### src/rtl/img_fetch_sched_if.sv
// Bus bundle for img_fetch_sched: raster timing in, BRAM fetch strobes out,
// and the host filter-mode valid/ready handshake.
// Optional statistics signals exist only when FETCH_STATS_EN is defined.
interface img_fetch_sched_if #(
  parameter int ADDR_W = 15
);
  logic              pix_en;
  logic [9:0]        hc;
  logic [9:0]        vc;
  logic              blank;
  logic [ADDR_W-1:0] addra;
  logic              pix_valid;
  logic              line_start;
  logic              frame_start;
  logic              cfg_valid;
  logic              cfg_ready;
  logic [1:0]        cfg_mode;
  logic [1:0]        mode;
`ifdef FETCH_STATS_EN
  logic [15:0]       frame_cnt;
  logic              fetch_err;
`endif

  modport master (
    input  pix_en, hc, vc, blank, cfg_valid, cfg_mode,
    output addra, pix_valid, line_start, frame_start, cfg_ready, mode
`ifdef FETCH_STATS_EN
    , output frame_cnt, fetch_err
`endif
  );

  modport slave (
    output pix_en, hc, vc, blank, cfg_valid, cfg_mode,
    input  addra, pix_valid, line_start, frame_start, cfg_ready, mode
`ifdef FETCH_STATS_EN
    , input frame_cnt, fetch_err
`endif
  );
endinterface

### src/rtl/img_fetch_sched.sv
// Image BRAM fetch sequencer behind the VGA timing generator.
// Issues BRAM addresses RD_LAT pixel ticks ahead of the on-screen window,
// flags window pixels / row / frame boundaries, and owns the filter-mode
// register, which is loaded by the host and applied only at frame start.
// Optional macro FETCH_STATS_EN adds frame_cnt and sticky fetch_err.
module img_fetch_sched #(
  parameter int IMG_W  = 160,
  parameter int IMG_H  = 115,
  parameter int X0     = 100,
  parameter int Y0     = 100,
  parameter int RD_LAT = 1,
  parameter int ADDR_W = 15
) (
  input  logic               clock,
  input  logic               reset,
  img_fetch_sched_if.master  bus
);

  // Fetch columns lead the visible window columns by RD_LAT ticks.
  localparam logic [9:0] FX_LO  = 10'(X0 - RD_LAT);
  localparam logic [9:0] FX_HI  = 10'(X0 + IMG_W - RD_LAT);
  localparam logic [9:0] WX_LO  = 10'(X0);
  localparam logic [9:0] WX_HI  = 10'(X0 + IMG_W);
  localparam logic [9:0] WY_LO  = 10'(Y0);
  localparam logic [9:0] WY_HI  = 10'(Y0 + IMG_H);
  localparam logic [9:0] LAST_X = 10'(X0 + IMG_W - 1);
  localparam logic [9:0] LAST_Y = 10'(Y0 + IMG_H - 1);
  localparam logic [ADDR_W-1:0] LAST_ADDR = ADDR_W'(IMG_W * IMG_H - 1);

  typedef enum logic [1:0] {
    IDLE,
    WAIT,
    ACTIVE,
    DONE
  } state_t;

  state_t            state;
  state_t            state_nx;

  logic [ADDR_W-1:0] addra_q;
  logic [ADDR_W-1:0] fetch_addr;
  logic              wrap_q;
  logic              pv_q;
  logic              ls_q;
  logic              fs_q;
  logic              ready_q;
  logic [1:0]        pend_q;
  logic [1:0]        mode_q;

  logic              frame_tick;
  logic              in_fx;
  logic              in_wx;
  logic              in_wy;
  logic              fetch;
  logic              pv_nx;
  logic              xfer;

  // Raster decode: window membership, fetch strobe and next fetch address.
  always_comb begin
    frame_tick = bus.pix_en && (bus.hc == '0) && (bus.vc == '0);
    in_fx      = (bus.hc >= FX_LO) && (bus.hc < FX_HI);
    in_wx      = (bus.hc >= WX_LO) && (bus.hc < WX_HI);
    in_wy      = (bus.vc >= WY_LO) && (bus.vc < WY_HI);
    fetch      = bus.pix_en && in_fx && in_wy &&
                 ((state == ACTIVE) || ((state == WAIT) && (bus.vc == WY_LO)));
    // The first fetch of a frame restarts at 0; every later one increments.
    fetch_addr = ((bus.hc == FX_LO) && (bus.vc == WY_LO)) ? '0
                                                          : addra_q + ADDR_W'(1);
    pv_nx      = bus.pix_en && in_wx && in_wy && !bus.blank && (state != IDLE);
    xfer       = bus.cfg_valid && ready_q;
  end

  // FSM state register.
  always_ff @(posedge clock) begin
    if (reset) state <= IDLE;
    else       state <= state_nx;
  end

  // FSM next-state: all transitions happen on pixel ticks only.
  always_comb begin
    state_nx = state;
    if (bus.pix_en) begin
      case (state)
        IDLE:    if (frame_tick) state_nx = WAIT;
        WAIT:    if (bus.vc == WY_LO) state_nx = ACTIVE;
        ACTIVE:  if ((bus.vc == LAST_Y) && (bus.hc == LAST_X)) state_nx = DONE;
        DONE:    if (frame_tick) state_nx = WAIT;
        default: state_nx = IDLE;
      endcase
    end
  end

  // Address generator and one-clock-wide pixel/row/frame strobes.
  always_ff @(posedge clock) begin
    if (reset) begin
      addra_q <= '0;
      wrap_q  <= 1'b0;
      pv_q    <= 1'b0;
      ls_q    <= 1'b0;
      fs_q    <= 1'b0;
    end else begin
      pv_q <= pv_nx;
      ls_q <= pv_nx && (bus.hc == WX_LO);
      fs_q <= frame_tick;
      if (frame_tick) begin
        addra_q <= '0;
        wrap_q  <= 1'b0;
      end else if (fetch) begin
        addra_q <= fetch_addr;
        wrap_q  <= (fetch_addr == LAST_ADDR);
      end else if (bus.pix_en && wrap_q) begin
        addra_q <= '0;
        wrap_q  <= 1'b0;
      end
    end
  end

  // Single-entry pending slot for the filter mode; applied at frame start.
  // A transfer needs an empty slot, so it never coincides with draining it;
  // a value accepted on the frame-start clock therefore waits a full frame.
  always_ff @(posedge clock) begin
    if (reset) begin
      ready_q <= 1'b1;
      pend_q  <= '0;
      mode_q  <= '0;
    end else begin
      if (frame_tick && !ready_q) mode_q <= pend_q;
      if (xfer) begin
        ready_q <= 1'b0;
        pend_q  <= bus.cfg_mode;
      end else if (frame_tick) begin
        ready_q <= 1'b1;
      end
    end
  end

  assign bus.addra       = addra_q;
  assign bus.pix_valid   = pv_q;
  assign bus.line_start  = ls_q;
  assign bus.frame_start = fs_q;
  assign bus.cfg_ready   = ready_q;
  assign bus.mode        = mode_q;

`ifdef FETCH_STATS_EN
  localparam logic [ADDR_W:0] FETCH_TOTAL = (ADDR_W + 1)'(IMG_W * IMG_H);

  logic [15:0]     frame_cnt_q;
  logic            fetch_err_q;
  logic [ADDR_W:0] fetch_cnt_q;

  // Frame counter and per-frame fetch audit checked on DONE -> WAIT.
  always_ff @(posedge clock) begin
    if (reset) begin
      frame_cnt_q <= '0;
      fetch_err_q <= 1'b0;
      fetch_cnt_q <= '0;
    end else begin
      if (frame_tick && (state != IDLE)) frame_cnt_q <= frame_cnt_q + 16'd1;
      if (frame_tick && (state == DONE) && (fetch_cnt_q != FETCH_TOTAL))
        fetch_err_q <= 1'b1;
      if (frame_tick)  fetch_cnt_q <= '0;
      else if (fetch)  fetch_cnt_q <= fetch_cnt_q + (ADDR_W + 1)'(1);
    end
  end

  assign bus.frame_cnt = frame_cnt_q;
  assign bus.fetch_err = fetch_err_q;
`endif

endmodule

### src/flat_wrapper.sv
// flat-port wrapper written by rule: the top's interface ports become plain ports
module img_fetch_sched_flat 
#(
  parameter int IMG_W  = 160,
  parameter int IMG_H  = 115,
  parameter int X0     = 100,
  parameter int Y0     = 100,
  parameter int RD_LAT = 1,
  parameter int ADDR_W = 15
)
  (clock, reset, bus_pix_en, bus_hc, bus_vc, bus_blank, bus_cfg_valid, bus_cfg_mode, bus_addra, bus_pix_valid, bus_line_start, bus_frame_start, bus_cfg_ready, bus_mode);
  img_fetch_sched_if #(.ADDR_W(ADDR_W)) bus_i ();
  input  logic clock;
  input  logic reset;
  input wire logic [$bits(bus_i.pix_en)-1:0] bus_pix_en;
  input wire logic [$bits(bus_i.hc)-1:0] bus_hc;
  input wire logic [$bits(bus_i.vc)-1:0] bus_vc;
  input wire logic [$bits(bus_i.blank)-1:0] bus_blank;
  input wire logic [$bits(bus_i.cfg_valid)-1:0] bus_cfg_valid;
  input wire logic [$bits(bus_i.cfg_mode)-1:0] bus_cfg_mode;
  output wire logic [$bits(bus_i.addra)-1:0] bus_addra;
  output wire logic [$bits(bus_i.pix_valid)-1:0] bus_pix_valid;
  output wire logic [$bits(bus_i.line_start)-1:0] bus_line_start;
  output wire logic [$bits(bus_i.frame_start)-1:0] bus_frame_start;
  output wire logic [$bits(bus_i.cfg_ready)-1:0] bus_cfg_ready;
  output wire logic [$bits(bus_i.mode)-1:0] bus_mode;
  assign bus_i.pix_en = bus_pix_en;
  assign bus_i.hc = bus_hc;
  assign bus_i.vc = bus_vc;
  assign bus_i.blank = bus_blank;
  assign bus_i.cfg_valid = bus_cfg_valid;
  assign bus_i.cfg_mode = bus_cfg_mode;
  assign bus_addra = bus_i.addra;
  assign bus_pix_valid = bus_i.pix_valid;
  assign bus_line_start = bus_i.line_start;
  assign bus_frame_start = bus_i.frame_start;
  assign bus_cfg_ready = bus_i.cfg_ready;
  assign bus_mode = bus_i.mode;
  img_fetch_sched #(.IMG_W(IMG_W), .IMG_H(IMG_H), .X0(X0), .Y0(Y0), .RD_LAT(RD_LAT), .ADDR_W(ADDR_W)) u_core (.clock(clock), .reset(reset), .bus(bus_i));
endmodule
### config.mk
export PLATFORM = sky130hd
export DESIGN_NAME = img_fetch_sched_flat
export DESIGN_NICKNAME = d
export VERILOG_FILES = /design/src/rtl/img_fetch_sched_if.sv /design/src/rtl/img_fetch_sched.sv /design/src/flat_wrapper.sv
export SDC_FILE = /design/constraint.sdc
export NUM_CORES = 1
export LEC_CHECK = 0
export ABC_AREA = 1
export BUFFER_PORTS_ARGS = -buffer_cell sky130_fd_sc_hd__buf_2
export CAP_MARGIN = 0
export CORE_ASPECT_RATIO = 0.7
export CORE_MARGIN = 5
export CORE_UTILIZATION = 50
export DETAILED_ROUTE_END_ITERATION = 6
export PLACE_DENSITY = 0.84
export SYNTH_ARGS = -nofsm -noshare
export SYNTH_HDL_FRONTEND = slang
export SYNTH_SLANG_ARGS = --single-unit
### constraint.sdc
create_clock -name clock -period 2.14 [get_ports clock]
set_input_delay 0.428 -clock clock [delete_from_list [all_inputs] [get_ports clock]]
set_output_delay 0.428 -clock clock [all_outputs]
set_load 0.005 [all_outputs]
## Word-level counts from Yosys, hierarchy flattened

Index checks and enable logic that the tools add are counted.

| cells by class | value |
|---|---|
| equal/unequal tests | 12 |
| reduce and logical (&&, ||, !) cells | 31 |
| mux-type cells | 11 |
| $lt $le $gt $ge | 6 |
| add/subtract/negate cells | 1 |

Operator list:

| operator | number |
|---|---|
| two-way mux 15 bit | 3 |
| equality test 10 x 7 -> 1 bit, second input constant | 3 |
| greater-or-equal comparator 10 x 7 -> 1 bit, second input constant | 3 |
| zero test 10 bit | 2 |
| less-than comparator 10 x 9 -> 1 bit, second input constant | 2 |
| logical AND 1 bit | 19 |
| adder 15 x 1 -> 15 bit, second input constant | 1 |
| equality test 15 bit, second input constant | 1 |
| equality test 10 x 8 -> 1 bit, second input constant | 1 |
| equality test 10 x 9 -> 1 bit, second input constant | 1 |
| less-than comparator 10 x 8 -> 1 bit, second input constant | 1 |
| two-way mux 2 bit | 3 |
| one-hot mux 2 bit (3 select lines) | 1 |
| nonzero test 2 bit | 3 |
| equality test 2 bit, second input constant | 2 |
| two-way mux 1 bit | 4 |
| != test 2 bit, second input constant | 2 |
| AND reduction 4 bit | 1 |
| OR reduction 2 bit | 2 |
| equality test 2 x 1 -> 1 bit, second input constant | 1 |
| zero test 1 bit | 2 |
| zero test 2 bit | 1 |
| != test 2 x 1 -> 1 bit, second input constant | 1 |
| logical OR 1 bit | 1 |

| word-level totals | value |
|---|---|
| logic and storage cells | 70 |
| output and inout port bits | 21 |
| register bits | 26 |
| input bits | 27 |

## Longest topological paths before layout

| depth | value |
|---|---|
| depth after elaboration | 7 |
| mapped depth | 12 |
| mapped depth without buffers | 12 |

## Worst setup path before layout

OpenSTA, ideal clock, no wires.

| timing path | value |
|---|---|
| path type | input-to-reg |
| start point | input port bus_vc[5] |
| end point | register u_core.addra_q[0] (netlist: u_core.bus.addra[0]) |
| arrival time | 1.454 ns |
| data required time | 2.020 ns |
| library setup time | 0.120 ns |
| buffers on the path | 2 |
| stages | 10 |
| slack | 0.567 ns |
| cell sequence | buf_2 > inv_1 > nand2_1 > a21oi_1 > nand3_1 > nor2_2 > nand2_4 > buf_4 > nand3_1 > a21oi_1 |

| on the way | value |
|---|---|
| cells in the longest elaborated chain, start to end | 5 |
| elaborated cells on any way between the ends | 15 |
| classes of those cells | order compare: 2; eq/ne: 1; mux: 2; reduce/logical: 10 |

RTL lines:

| what | line | text |
|---|---|---|
| start, declared | flat_wrapper.sv:17 | `input wire logic [$bits(bus_i.vc)-1:0] bus_vc;` |
| greater-or-equal comparator 10 x 7 -> 1 bit, or another cell as far along | img_fetch_sched.sv:63 | `in_wy = (bus.vc >= WY_LO) && (bus.vc < WY_HI);` |
| logical AND 1 bit, on equally long branches | img_fetch_sched.sv:63, img_fetch_sched.sv:65 |  |
| logical AND 1 bit or logical OR 1 bit (tied branches) | img_fetch_sched.sv:64, img_fetch_sched.sv:65 |  |
| logical AND 1 bit | img_fetch_sched.sv:64 | `fetch = bus.pix_en && in_fx && in_wy &&` |
| two-way mux 15 bit or nonzero test 2 bit (tied branches) | - |  |
| end signal, assigned | img_fetch_sched.sv:109 | `addra_q <= fetch_addr;` |
| end, declared | img_fetch_sched.sv:40 | `logic [ADDR_W-1:0] addra_q;` |

Several ways; a longest one is shown, not always the timed one.
A chain may end at the register's enable or synchronous reset.

## Final worst setup path

| timing path | value |
|---|---|
| start point | register u_core.addra_q[0] (netlist: u_core.bus.addra[0]) |
| end point | register u_core.wrap_q |

| on the way | value |
|---|---|
| cells in the longest elaborated chain, start to end | 4 |

RTL lines:

| what | line | text |
|---|---|---|
| adder 15 x 1 -> 15 bit | img_fetch_sched.sv:68 | `: addra_q + ADDR_W'(1);` |
| two-way mux 15 bit | img_fetch_sched.sv:67 | `fetch_addr = ((bus.hc == FX_LO) && (bus.vc == WY_LO)) ? '0` |
| equality test 15 bit | img_fetch_sched.sv:110 | `wrap_q <= (fetch_addr == LAST_ADDR);` |
| two-way mux 1 bit | img_fetch_sched.sv:108 | `end else if (fetch) begin` |
| end signal, assigned | img_fetch_sched.sv:110 |  |
| end, declared | img_fetch_sched.sv:42 | `logic wrap_q;` |

No other way between the ends.

==> results.md <==
* Outcome: complete, no violations
* CTS resizes at 0
* Syn Inst Count at between 300 and 400
* Dpl hpwl at 3955 µm
* Clock sink total at 26
* IO Count at 48
* Drc violations at 0
* Clk_skew at 0.008110 ns
* Port buffer count at 47
* Drt wl/cell at 12.28 µm
* CTS tree: done
* TritonRoute pass-1 iters at 5
* CTS hold repair buffers at 0
* WP data arrival at around 2.1 ns
* Post-DRT Antenna Nets at 0
* TritonCTS Buffers at 3
* Layout cells sized above 1 at 0.2033
* Pin count of the biggest net entering global routing at 20
* Die W at ~83 µm
* DRT Wirelength at 5024 µm
* Clk_lat worst skew at about 0.27 ns
* Root cell of the clock tree: clkbuf_8
* Setup WS pre-CTS at between 0.2 and 0.25 ns
* Finished Layout Cells at 409
* Full die area at 5128 µm²
* Routed met1 length at 2391 µm
* Placed cell count at 405
* DR vias/cell at 5.220
* Most frequent cells in the layout: nand2_1 (67), nor2_1 (52), nand3_1 (47), buf_2 (47), inv_1 (41)
* Placer Congestion at 0.9279
* Area grow syn2layout at 18.34%
* Crit path capture type: register
* Maxcap violations at 0
* Fillers at ~340
* CP Launch Type: register
* Cell Pwr Density at 426.3 nW/µm²
* Setup Fix Bufs, Post-CTS at 0
* Chip height at 61.43 µm
* LEAKAGE at ~1.0 nW
* Max Used Layer: met4
* Setup_tns at 0 ns
* Hold slack at ~0.35 ns
* Syn Area/Cell at 6.095 µm²
* Placeable core area at 3581 µm²
* Worst setup margin at 0.2491 ns
* Slew Viols, Final at 0
* Ys Warns at 0
* Least-Margin Pin Slew at 0.4928 ns
* Rows at 18
* Final cell area excluding filler cells at 2236 µm²
* Hold crit path type: input pin to register
* CP Max Fanout at 6
* Unique masters post-synth at 30
* Commonest non-fill, non-tap cell in the layout: nand2_1
* Grt ovf at 0
* Min cycle time layout at 1.891 ns
* Clk slew on worst S/H paths at 0.09 ns
* FFs w/ async S/R, synth at 0
* Number of global-route vias before repair at 1796
* Met3 WL at 509 µm
* Initial antenna violation count at 0
* F_max at 528.9 MHz
* Layout Nets at 391
* Initial DRC Count at 231
* Met2 wire length at 2095 µm
* CTS H-tree lvls at 1
* CP Class: register to register
* Setup violations, final at 0
* Peak supply drop at 0.4235 mV
* Via count at 2135
* Most used flip-flop cell after synthesis: dfxtp_1
* First-pass GRT wire length at 8204 µm
* Tcrit/Tclk final at 0.8836
* Final hold violation count at 0
* Post-synth EDFFs at 0
* Placed Area at 2181 µm²
* Mapped Area at 1889 µm²
* Yosys reg bits at 26
* Register area share after synthesis at 0.2755
* CP required at 2.34 ns
* RSZ-0062 raised after global routing: no
* Starting Density at 0.5276
* Max-slew headroom at 0.6707
* Post-synth net total at about 340
* Clock Path Buffers at 2
* Ant diodes at 0
* GRT Overall Usage at 0.1961
## cells by family (layout without fill, tap and decap cells)
kind of cell	Yosys count	count (layout)	share of synthesized area
xor gates and xnor gates	6	6	0.02781
buffers and inverters	48	97	0.09868
adders and majority gates	4	4	0.02649
AOI/OAI and AO/OA	29	29	0.08875
and+or+nand+nor	197	197	0.4828
DFF	26	26	0.2755
## worst max-delay path, stage by stage, from the launching register on
cell and delay [ns]:
dfxtp_1 0.42, ha_1 0.27, nand3_2 0.14, nor2_1 0.23, nor2_1 0.06, nor2_1 0.14, nand2_1 0.08, nor2_1 0.10
nand2_1 0.08, nor2_1 0.09, nand3_1 0.08, a21oi_1 0.12
## area by class of cell
cell class                      instances  area, µm²  area share
Tap cell                               50      62.56     0.02798
Timing Repair Buffer                   49      250.2      0.1119
Multi-Input combinational cell        236       1182      0.5288
Sequential cell                        26      520.5      0.2328
Clock buffer                            4      55.05     0.02462
Inverter                               44      165.2     0.07387
## cells in the mapped netlist (3+ instances only)
cell,number,share of area
o21ai_0,5,0.013
inv_2,3,0.0060
nor3_1,6,0.016
nor2_1,52,0.10
dfxtp_1,26,0.28
nor2_4,4,0.024
nand3_1,47,0.12
inv_1,41,0.081
nand2_1,67,0.13
ha_1,4,0.026
nand4_1,8,0.026
xor2_1,5,0.023
a21oi_1,18,0.048
nor2_2,3,0.0099
nor4_1,3,0.0099
## power by group
group	switching (W)	internal, W
clock network	0.000154	0.000165
logic	0.0000857	0.0000514
registers	0.00000593	0.000492
## stage by stage
step / util / total power, W
floorplan: - / 0.0005882
global placement: 0.6090 / 0.0006404
detailed placement: 0.6090 / 0.0006432
CTS: 0.6244 / 0.0009626
global route: 0.6244 / 0.001002
finish: 0.6244 / 0.0009531
## path summary, 6_finish.rpt
check,slack [ns],from,endpoint,cells after the start
max,0.25,u_core.bus.addra[0],u_core.wrap_q,11
min,0.35,reset,u_core.bus.frame_start,2
max reg2reg,0.25,u_core.bus.addra[0],u_core.wrap_q,11
min reg2reg,0.48,u_core.pend_q[1],u_core.bus.mode[1],2
## routing by layer
layer	GRT usage	vias up
li1	-	1102
met1	0.2824	927
met2	0.2979	100
met3	0.06016	6
met4	0.02982	0
met5	0	-
## sequential cells by signal (all words and copies together), names as in the netlist
register and flops:
u_core.bus.addra 15, u_core.bus.mode 2, u_core.pend_q 2, u_core.state 2, u_core.bus.cfg_ready 1, u_core.bus.frame_start 1
u_core.bus.line_start 1, u_core.bus.pix_valid 1, u_core.wrap_q 1
Power figures use the tool's default switching activity.
